<file path="src/rtl/shared_pkg.sv">
// Shared constants and types for the blocks around the team's synchronous FIFO.
package shared_pkg;

    localparam int FIFO_WIDTH   = 16;
    localparam int FIFO_DEPTH   = 8;

    localparam int NUM_REQ      = 4;
    localparam int MAX_BURST    = 4;
    localparam int IDLE_TIMEOUT = 3;
    localparam int REQ_IDX_W    = $clog2(NUM_REQ);

    typedef enum logic {IDLE, BURST} arb_state_e;

endpackage

</file>
<file path="src/rtl/rr_picker.sv">
// Combinational round-robin search: returns the first set req_valid bit at or
// after ptr, wrapping modulo NUM_REQ.
module rr_picker #(
    parameter  int NUM_REQ = shared_pkg::NUM_REQ,
    localparam int IDX_W   = $clog2(NUM_REQ)
) (
    input  logic [NUM_REQ-1:0] req_valid,
    input  logic [IDX_W-1:0]   ptr,
    output logic               found,
    output logic [IDX_W-1:0]   index
);
    import shared_pkg::*;

    int cand;

    // NOTE: every output gets a default before the loop, so no path through this block infers a latch.
    always_comb begin
        found = 1'b0;
        index = '0;
        cand  = 0;
        // Scan from the farthest offset to the nearest so the nearest valid requester is the last write.
        for (int i = NUM_REQ - 1; i >= 0; i--) begin
            cand = int'(ptr) + i;
            if (cand >= NUM_REQ) cand = cand - NUM_REQ;
            if (req_valid[cand[IDX_W-1:0]]) begin
                found = 1'b1;
                index = cand[IDX_W-1:0];
            end
        end
    end

endmodule

</file>
<file path="src/rtl/fifo_wr_arbiter.sv">
// Round-robin scheduler sharing one FIFO write port among NUM_REQ valid/ready
// producers; a grant ends on last, on a beat limit, or after an idle timeout.
module fifo_wr_arbiter #(
    parameter  int NUM_REQ      = shared_pkg::NUM_REQ,
    parameter  int MAX_BURST    = shared_pkg::MAX_BURST,
    parameter  int IDLE_TIMEOUT = shared_pkg::IDLE_TIMEOUT,
    localparam int DW           = shared_pkg::FIFO_WIDTH,
    localparam int IDX_W        = $clog2(NUM_REQ)
) (
    input  logic                  clk,
    input  logic                  rst,
    input  logic [NUM_REQ-1:0]    req_valid,
    input  logic [NUM_REQ*DW-1:0] req_data,
    input  logic [NUM_REQ-1:0]    req_last,
    output logic [NUM_REQ-1:0]    req_ready,
    input  logic                  fifo_full,
    input  logic                  fifo_almostfull,
    output logic                  fifo_wr_en,
    output logic [DW-1:0]         fifo_data_in,
    output logic                  grant_valid,
    output logic [IDX_W-1:0]      grant_id,
    output logic [31:0]           beat_count
);
    import shared_pkg::*;

    localparam int BURST_W = $clog2(MAX_BURST + 1);
    localparam int IDLE_W  = $clog2(IDLE_TIMEOUT + 1);

    arb_state_e         state;
    logic [IDX_W-1:0]   rr_ptr;
    logic [BURST_W-1:0] burst_cnt;
    logic [IDLE_W-1:0]  idle_cnt;

    logic               pick_found;
    logic [IDX_W-1:0]   pick_idx;
    logic               owner_valid;
    logic               owner_last;
    logic [DW-1:0]      owner_data;
    logic               slot_free;
    logic               accept;
    logic               release_grant;

    rr_picker #(.NUM_REQ(NUM_REQ)) u_picker (
        .req_valid (req_valid),
        .ptr       (rr_ptr),
        .found     (pick_found),
        .index     (pick_idx)
    );

    always_comb begin
        owner_valid = req_valid[grant_id];
        owner_last  = req_last[grant_id];
        owner_data  = req_data[int'(grant_id)*DW +: DW];
        // A write already in flight into the last free slot counts as occupying it.
        slot_free   = !rst && !fifo_full && !(fifo_almostfull && fifo_wr_en);
        accept      = (state == BURST) && owner_valid && slot_free;
        req_ready   = '0;
        if (state == BURST && slot_free) req_ready[grant_id] = 1'b1;
        release_grant = (accept && (owner_last || burst_cnt == BURST_W'(MAX_BURST - 1)))
                     || (state == BURST && !owner_valid && idle_cnt == IDLE_W'(IDLE_TIMEOUT - 1));
    end

    // NOTE: state updates use non-blocking assignments so every register samples pre-edge values.
    always_ff @(posedge clk) begin
        if (rst) begin
            state        <= IDLE;
            rr_ptr       <= '0;
            burst_cnt    <= '0;
            idle_cnt     <= '0;
            grant_valid  <= 1'b0;
            grant_id     <= '0;
            fifo_wr_en   <= 1'b0;
            fifo_data_in <= '0;
            beat_count   <= '0;
        end else begin
            fifo_wr_en <= accept;
            if (accept) begin
                fifo_data_in <= owner_data;
                beat_count   <= beat_count + 32'd1;
            end
            case (state)
                IDLE: begin
                    if (pick_found) begin
                        grant_id    <= pick_idx;
                        grant_valid <= 1'b1;
                        burst_cnt   <= '0;
                        idle_cnt    <= '0;
                        state       <= BURST;
                    end
                end
                BURST: begin
                    if (release_grant) begin
                        rr_ptr      <= (grant_id == IDX_W'(NUM_REQ - 1)) ? '0 : grant_id + IDX_W'(1);
                        grant_valid <= 1'b0;
                        burst_cnt   <= '0;
                        idle_cnt    <= '0;
                        state       <= IDLE;
                    end else begin
                        if (accept) burst_cnt <= burst_cnt + BURST_W'(1);
                        // Only the owner dropping valid counts; a full FIFO with valid held does not.
                        idle_cnt <= owner_valid ? '0 : idle_cnt + IDLE_W'(1);
                    end
                end
                default: state <= IDLE;
            endcase
        end
    end

endmodule

</file>
<file path="config.mk">
export PLATFORM = sky130hd
export DESIGN_NAME = fifo_wr_arbiter
export DESIGN_NICKNAME = d
export VERILOG_FILES = /design/src/rtl/shared_pkg.sv /design/src/rtl/rr_picker.sv /design/src/rtl/fifo_wr_arbiter.sv
export SDC_FILE = /design/constraint.sdc
export NUM_CORES = 1
export LEC_CHECK = 0
export ABC_AREA = 1
export BUFFER_PORTS_ARGS = -buffer_cell sky130_fd_sc_hd__buf_2
export CORE_AREA = 10 10 104 106
export CTS_BUF_LIST = sky130_fd_sc_hd__clkbuf_4 sky130_fd_sc_hd__clkbuf_8 sky130_fd_sc_hd__clkbuf_16
export DETAILED_ROUTE_END_ITERATION = 12
export DIE_AREA = 0 0 114 116
export GPL_TIMING_DRIVEN = 0
export MAX_ROUTING_LAYER = met4
export PLACE_DENSITY = 0.84
export SKIP_LAST_GASP = 1
export SYNTH_ARGS = -nofsm -noshare
export SYNTH_HDL_FRONTEND = slang
export SYNTH_SLANG_ARGS = --single-unit
</file>
<file path="constraint.sdc">
create_clock -name clk -period 1.6 [get_ports clk]
set_input_delay 0.16 -clock clk [delete_from_list [all_inputs] [get_ports clk]]
set_output_delay 0.16 -clock clk [all_outputs]
set_load 0.03 [all_outputs]
</file>
Word level (Yosys, flattened, before mapping)
Index checks and enable logic that the tools add are counted.
W data, S select, Z words.
{"block": "totals", "out_inout_bits": 56, "in_bits": 76, "register_bits": 60}
{"block": "classes", "reduce_logical": 20, "mux": 42, "magnitude_cmp": 10, "bitwise": 1, "shift": 1, "n_addsub": 11, "n_eq_ne": 6}
{"op": "$shiftx A64 B7 Y16", "n": 1}
{"op": "$add A32 B1 Y32 const B", "n": 1}
{"op": "$mux W2", "n": 12}
{"op": "$lt A2 B3 Y1 const B", "n": 5}
{"op": "$mux W1", "n": 15}
{"op": "$bmux W1 S2", "n": 6}
{"op": "$logic_and A1 B1 Y1", "n": 10}
{"op": "$ge A3 B3 Y1 const B", "n": 3}
{"op": "$mux W3", "n": 3}
{"op": "$reduce_and A2 Y1", "n": 4}
{"op": "$sub A2 B1 Y2 const B", "n": 4}
{"op": "$add A2 B2 Y3 const B", "n": 2}
{"op": "$pmux W3 S2", "n": 1}
{"op": "$add A2 B1 Y2 const B", "n": 2}
{"op": "$eq A2 B2 Y1 const B", "n": 2}
{"op": "$logic_not A1 Y1", "n": 4}
{"op": "$mux W4", "n": 1}
{"op": "$pmux W1 S2", "n": 2}
{"op": "$pmux W2 S2", "n": 1}
{"op": "$add A2 B1 Y3 const B", "n": 1}
{"op": "$add A3 B1 Y3 const B", "n": 1}
{"op": "$eq A3 B2 Y1 const B", "n": 1}
{"op": "$ge A2 B3 Y1 const B", "n": 1}
{"op": "$ne A3 B1 Y1 const B", "n": 1}
{"op": "6 further kinds", "n": 7}

Logic depth before layout (Yosys ltp)
{"block": "depth", "depth_word": 11, "mapped_depth": 12}

By module
From an unflattened synthesis, not the netlist that was laid out.
{"block": "hier_totals", "hier_cells": 651, "area_unflattened_um2": 3906.2}
{"module": "fifo_wr_arbiter", "seq_area_each_um2": 1201.2, "area_per_inst_um2": 3693.5, "cells_each": 605, "instances": 1}
{"module": "rr_picker", "seq_area_each_um2": 0.0, "area_per_inst_um2": 212.7, "cells_each": 46, "instances": 1}

Worst setup path after synthesis
Ideal clock, no wire load.
{"block": "synth_timing", "path_kind": "flip-flop to output port", "from": "reg grant_id[0]", "to": "out req_ready[2]", "setup_slack_ns": -0.173, "t_arrival_ns": 1.613, "path_buffers": 2, "path_stages_with_launch": 7, "path_cell_list": "dfxtp_1 > inv_1 > buf_4 > clkbuf_1 > ha_1 > inv_1 > nor2_1"}
{"block": "synth_between", "elab_chain_cells": 5, "word_cells_on_any_way": 6}
{"element": "start: declaration", "line": "fifo_wr_arbiter.sv:21", "source": "output logic [IDX_W-1:0] grant_id,"}
{"element": "start signal: assignment", "line": "fifo_wr_arbiter.sv:84", "source": "grant_id <= pick_idx;"}
{"element": "$lt A2 B3 Y1 (implied by the code) or $ge A2 B1 Y1 (tied branches)", "line": "fifo_wr_arbiter.sv:58", "source": "if (state == BURST && slot_free) req_ready[grant_id] = 1'b1;"}
{"element": "$logic_and A1 B1 Y1 (implied by the code)", "line": "fifo_wr_arbiter.sv:58"}
{"element": "$mux W1 (implied by the code)", "line": "fifo_wr_arbiter.sv:58"}
{"element": "$demux W1 S2 *", "line": "fifo_wr_arbiter.sv:58"}
{"element": "$mux W4 *", "line": "fifo_wr_arbiter.sv:58"}
{"element": "end: declaration", "line": "fifo_wr_arbiter.sv:15", "source": "output logic [NUM_REQ-1:0] req_ready,"}
Every way passes the cells marked *; elsewhere a longest branch is shown, timed or not.

Final worst setup path
{"block": "layout_timing", "from": "reg grant_id[1]", "to": "reg beat_count[10]"}
{"block": "layout_between", "elab_chain_cells": 4}
{"element": "$bmux W1 S2", "line": "fifo_wr_arbiter.sv:51", "source": "owner_valid = req_valid[grant_id];"}
{"element": "$mux W1 (implied by the code)", "line": "fifo_wr_arbiter.sv:51"}
{"element": "$logic_and A1 B1 Y1 (2 in a row)", "line": "fifo_wr_arbiter.sv:56", "source": "accept = (state == BURST) && owner_valid && slot_free;"}
{"element": "end signal: assignment", "line": "fifo_wr_arbiter.sv:79", "source": "beat_count <= beat_count + 32'd1;"}
{"element": "end: declaration", "line": "fifo_wr_arbiter.sv:22", "source": "output logic [31:0] beat_count"}
Every way passes these cells. The select of a mux whose other input is x is not followed.
A chain may end at the register's enable or synchronous reset.

==> results_dict.tcl <==
set metrics [dict create \
    antenna_left 0 \
    cts_buffers 9 \
    crit_path_frequent_cell "nand3_4" \
    syn_avg_cell_area_um2 6.035 \
    remaining_drc_errors 0 \
    ir_worst_vdd_uv 455.7 \
    antenna_found_initial 1 \
    vias 5084 \
    grt_pass1_vias 4382 \
    yosysMostFrequentCell "nand2_1" \
    fin_nets 877 \
    rr_endpoint "beat_count[10]" \
    r2r-start "grant_id[1]" \
    setup_ws_ns -0.1147 \
    synthesis.nets 718 \
    overflow 0 \
    io_pins 132 \
    setup_viol 12 \
    netlist_area_um2 3826 \
    ys_seq_area_frac 0.3139 \
    async_flop_share 0 \
    fin_skew_ns 0.01124 \
    p_leak_nw 2.483 \
    synth-seq-cells 60 \
    synth_common_cells "164 x nand2_1, 129 x nor2_1, 60 x dfxtp_1, 59 x inv_1, 59 x o21ai_0" \
    r2r_slack_ns -0.11 \
    layout_min_cycle_time_ns 1.715 \
    fp.coreArea_um2 8678 \
    powerDensity_nw_per_um2 740.2 \
    place.gp.congestion 1.023 \
    yosys.area.top_type "dfxtp_1" \
    vias_per_cell 5.605 \
    final.setup.tns_ns -0.5583 \
    total_power_mw 3.972 \
    cts_buffer_depth 2 \
    dr.first_iter.drc_count 563 \
    num_rows 34 \
    drive_gt1_frac 0.3221 \
    cts_sinks 60 \
    outcome "complete, but fails checks" \
    die_w_um 114 \
    cp_max_fo 5 \
    reg2reg_depth 8 \
    fin_area_um2 5365 \
    synth_top_area_frac 0.3139 \
    dieArea_um2 13220 \
    cts_tree "done" \
    fmax_ghz 0.5832 \
    cpMaxStageDelayCell "dfxtp_4" \
    clock_latency_ns 0.36 \
    grt_max_degree 12 \
    hold_start "rst" \
    synthTopCellsByArea "dfxtp_1 31%, nand2_1 16%, nor2_1 13%, o21ai_0 7.7%, inv_1 5.8%" \
    criticalPathCategory "flip-flop to flip-flop" \
    rsz0062_at_grt "yes" \
    start_util 0.4409 \
    slew_headroom 0.6181 \
    endpoint_kind "flip-flop" \
    yosysWarnings 0 \
    hold_viol_final 0 \
    dp_hpwl_um 10410 \
    synth_cells 634 \
    drv_cap 0 \
    path_clk_slew_ns 0.08 \
    die_y_um 116 \
    hold_depth 2 \
    max_stage_delay_ns 0.40 \
    gr-usage-all-layers 0.2066 \
    synth-edff-count 0 \
    tightestPinTransition_ns 0.5729 \
    startpoint_type "flip-flop" \
    syn2layout_area_growth_pct 40.22 \
    cts-root-buf "clkbuf_8" \
    final.period_utilization 1.072 \
    holdCritPathClass "input port to flip-flop" \
    yosysUniqueCellTypes 29 \
    worstPathArrival_ns 1.95 \
    wl_per_cell_um 16.82 \
    numPortBuffers 130 \
    firstDrtPassIters 7 \
    htreeDepth 3 \
    required_ns 1.83 \
    place_area_um2 4622 \
    synth_ff_type "dfxtp_1" \
    violations "setup timing" \
    grt_pass1_wl_um 21470 \
    worstPathCellList "clkinvlp_4 > nand3_4 > nand2_8 > nor2_8 > nand3_4 > buf_4 > o21ai_0 > a21oi_1" \
    final_max_slew_viol_count 0 \
    worstHoldEndpoint "beat_count[4]" \
    wl_um 15260 \
]
-- worst max-delay path: cells and delay by family, from the launching register on --
family	cells	cell delay [ns]
simple gates	4	0.57
compound gates	2	0.29
buf+inv	2	0.32
flops	1	0.40
-- worst max path at each step --
stage	from	to	slack (ns)	depth (start not counted)
6_report	grant_id[1]	beat_count[10]	-0.11	8
5_1_grt	grant_id[1]	beat_count[17]	-0.15	9
4_1_cts	grant_id[0]	req_ready[0]	-0.008	7
3_5_place_dp	grant_id[1]	beat_count[28]	-0.19	6
3_3_place_gp	grant_id[1]	beat_count[30]	-0.16	6
2_1_floorplan	beat_count[9]	beat_count[21]	0.001	9
-- metal layers --
metal	share of wire	global-route usage	wire (µm)
met4	0.038	0.08104	579
met1	0.40	0.2467	6083
met5	0	-	0
met3	0.091	0.03979	1385
met2	0.47	0.3364	7209
-- state kept, by name, indices dropped and copies added, names as in the netlist --
| register | flops |
|---|---|
| fifo_wr_en | 1 |
| grant_id | 2 |
| state | 1 |
| grant_valid | 1 |
| rr_ptr | 2 |
| beat_count | 32 |
| idle_cnt | 2 |
| burst_cnt | 3 |
| fifo_data_in | 16 |
-- kinds of logic (layout without fill, tap and decap cells) --
kind of cell               after synthesis  in the layout  synth area share
AOI/OAI and AO/OA                      109            109            0.1494
xor gates and xnor gates                 6              6           0.01373
adders and majority gates                8              8           0.02616
buffers and inverters                   86            249           0.08829
DFF                                     60             60            0.3139
other                                    0              1                 0
and+or+nand+nor                        365            366            0.4084
-- through the flow --
step,setup slack [ns],std cells,util,hold slack (ns)
6_report,-0.1147,907,0.6182,0.09873
5_1_grt,-0.1530,907,0.6182,0.1022
4_1_cts,-0.007714,897,0.5776,0.1034
3_5_place_dp,-0.1856,872,0.5326,0.4662
3_3_place_gp,-0.1611,872,0.5326,0.4599
2_1_floorplan,0.001255,634,-,0.3939
-- power breakdown --
part	total (mW)	leakage (nW)	switching, mW	internal [mW]
clock network	1.57	0.106	0.676	0.894
logic	0.827	1.89	0.508	0.319
registers	1.57	0.492	0.0363	1.54
total	3.97	2.48	1.22	2.75
-- cell type report --
cell class / count / area, µm²
Multi-Input combinational cell: 489 / 2574
Tap cell: 108 / 135.1
Sequential cell: 60 / 1220
Antenna cell: 1 / 2.502
Clock buffer: 10 / 131.4
Inverter: 61 / 237.7
Timing Repair Buffer: 148 / 804.5
Fill cell: 763 / 3313
Clock inverter: 6 / 88.84
Buffer: 24 / 171.4
-- placed cells by master (no fill, tap or decap), drive strengths merged --
cell / instances
nand2: 167
buf: 157
nor2: 133
o21ai: 62
inv: 60
dfxtp: 60
nand3: 34
a21oi: 30
clkbuf: 25
nor3: 20
o22ai: 16
nand4: 8
ha: 8
xor2: 5
nand3b: 4
clkinvlp: 3
bufinv: 2
clkinv: 2
diode: 1
xnor2: 1
a211oi: 1
-- repair_timing --
item	in CTS	in global routing
endpoints found under the hold margin	0	0
endpoints found under the setup margin	56	60
hold buffers	0	0
cloned	1	0
buffers inserted	8	10
gates resized for setup	30	85
pin swaps	0	20
No activity file was read; power rests on OpenSTA's default activity.
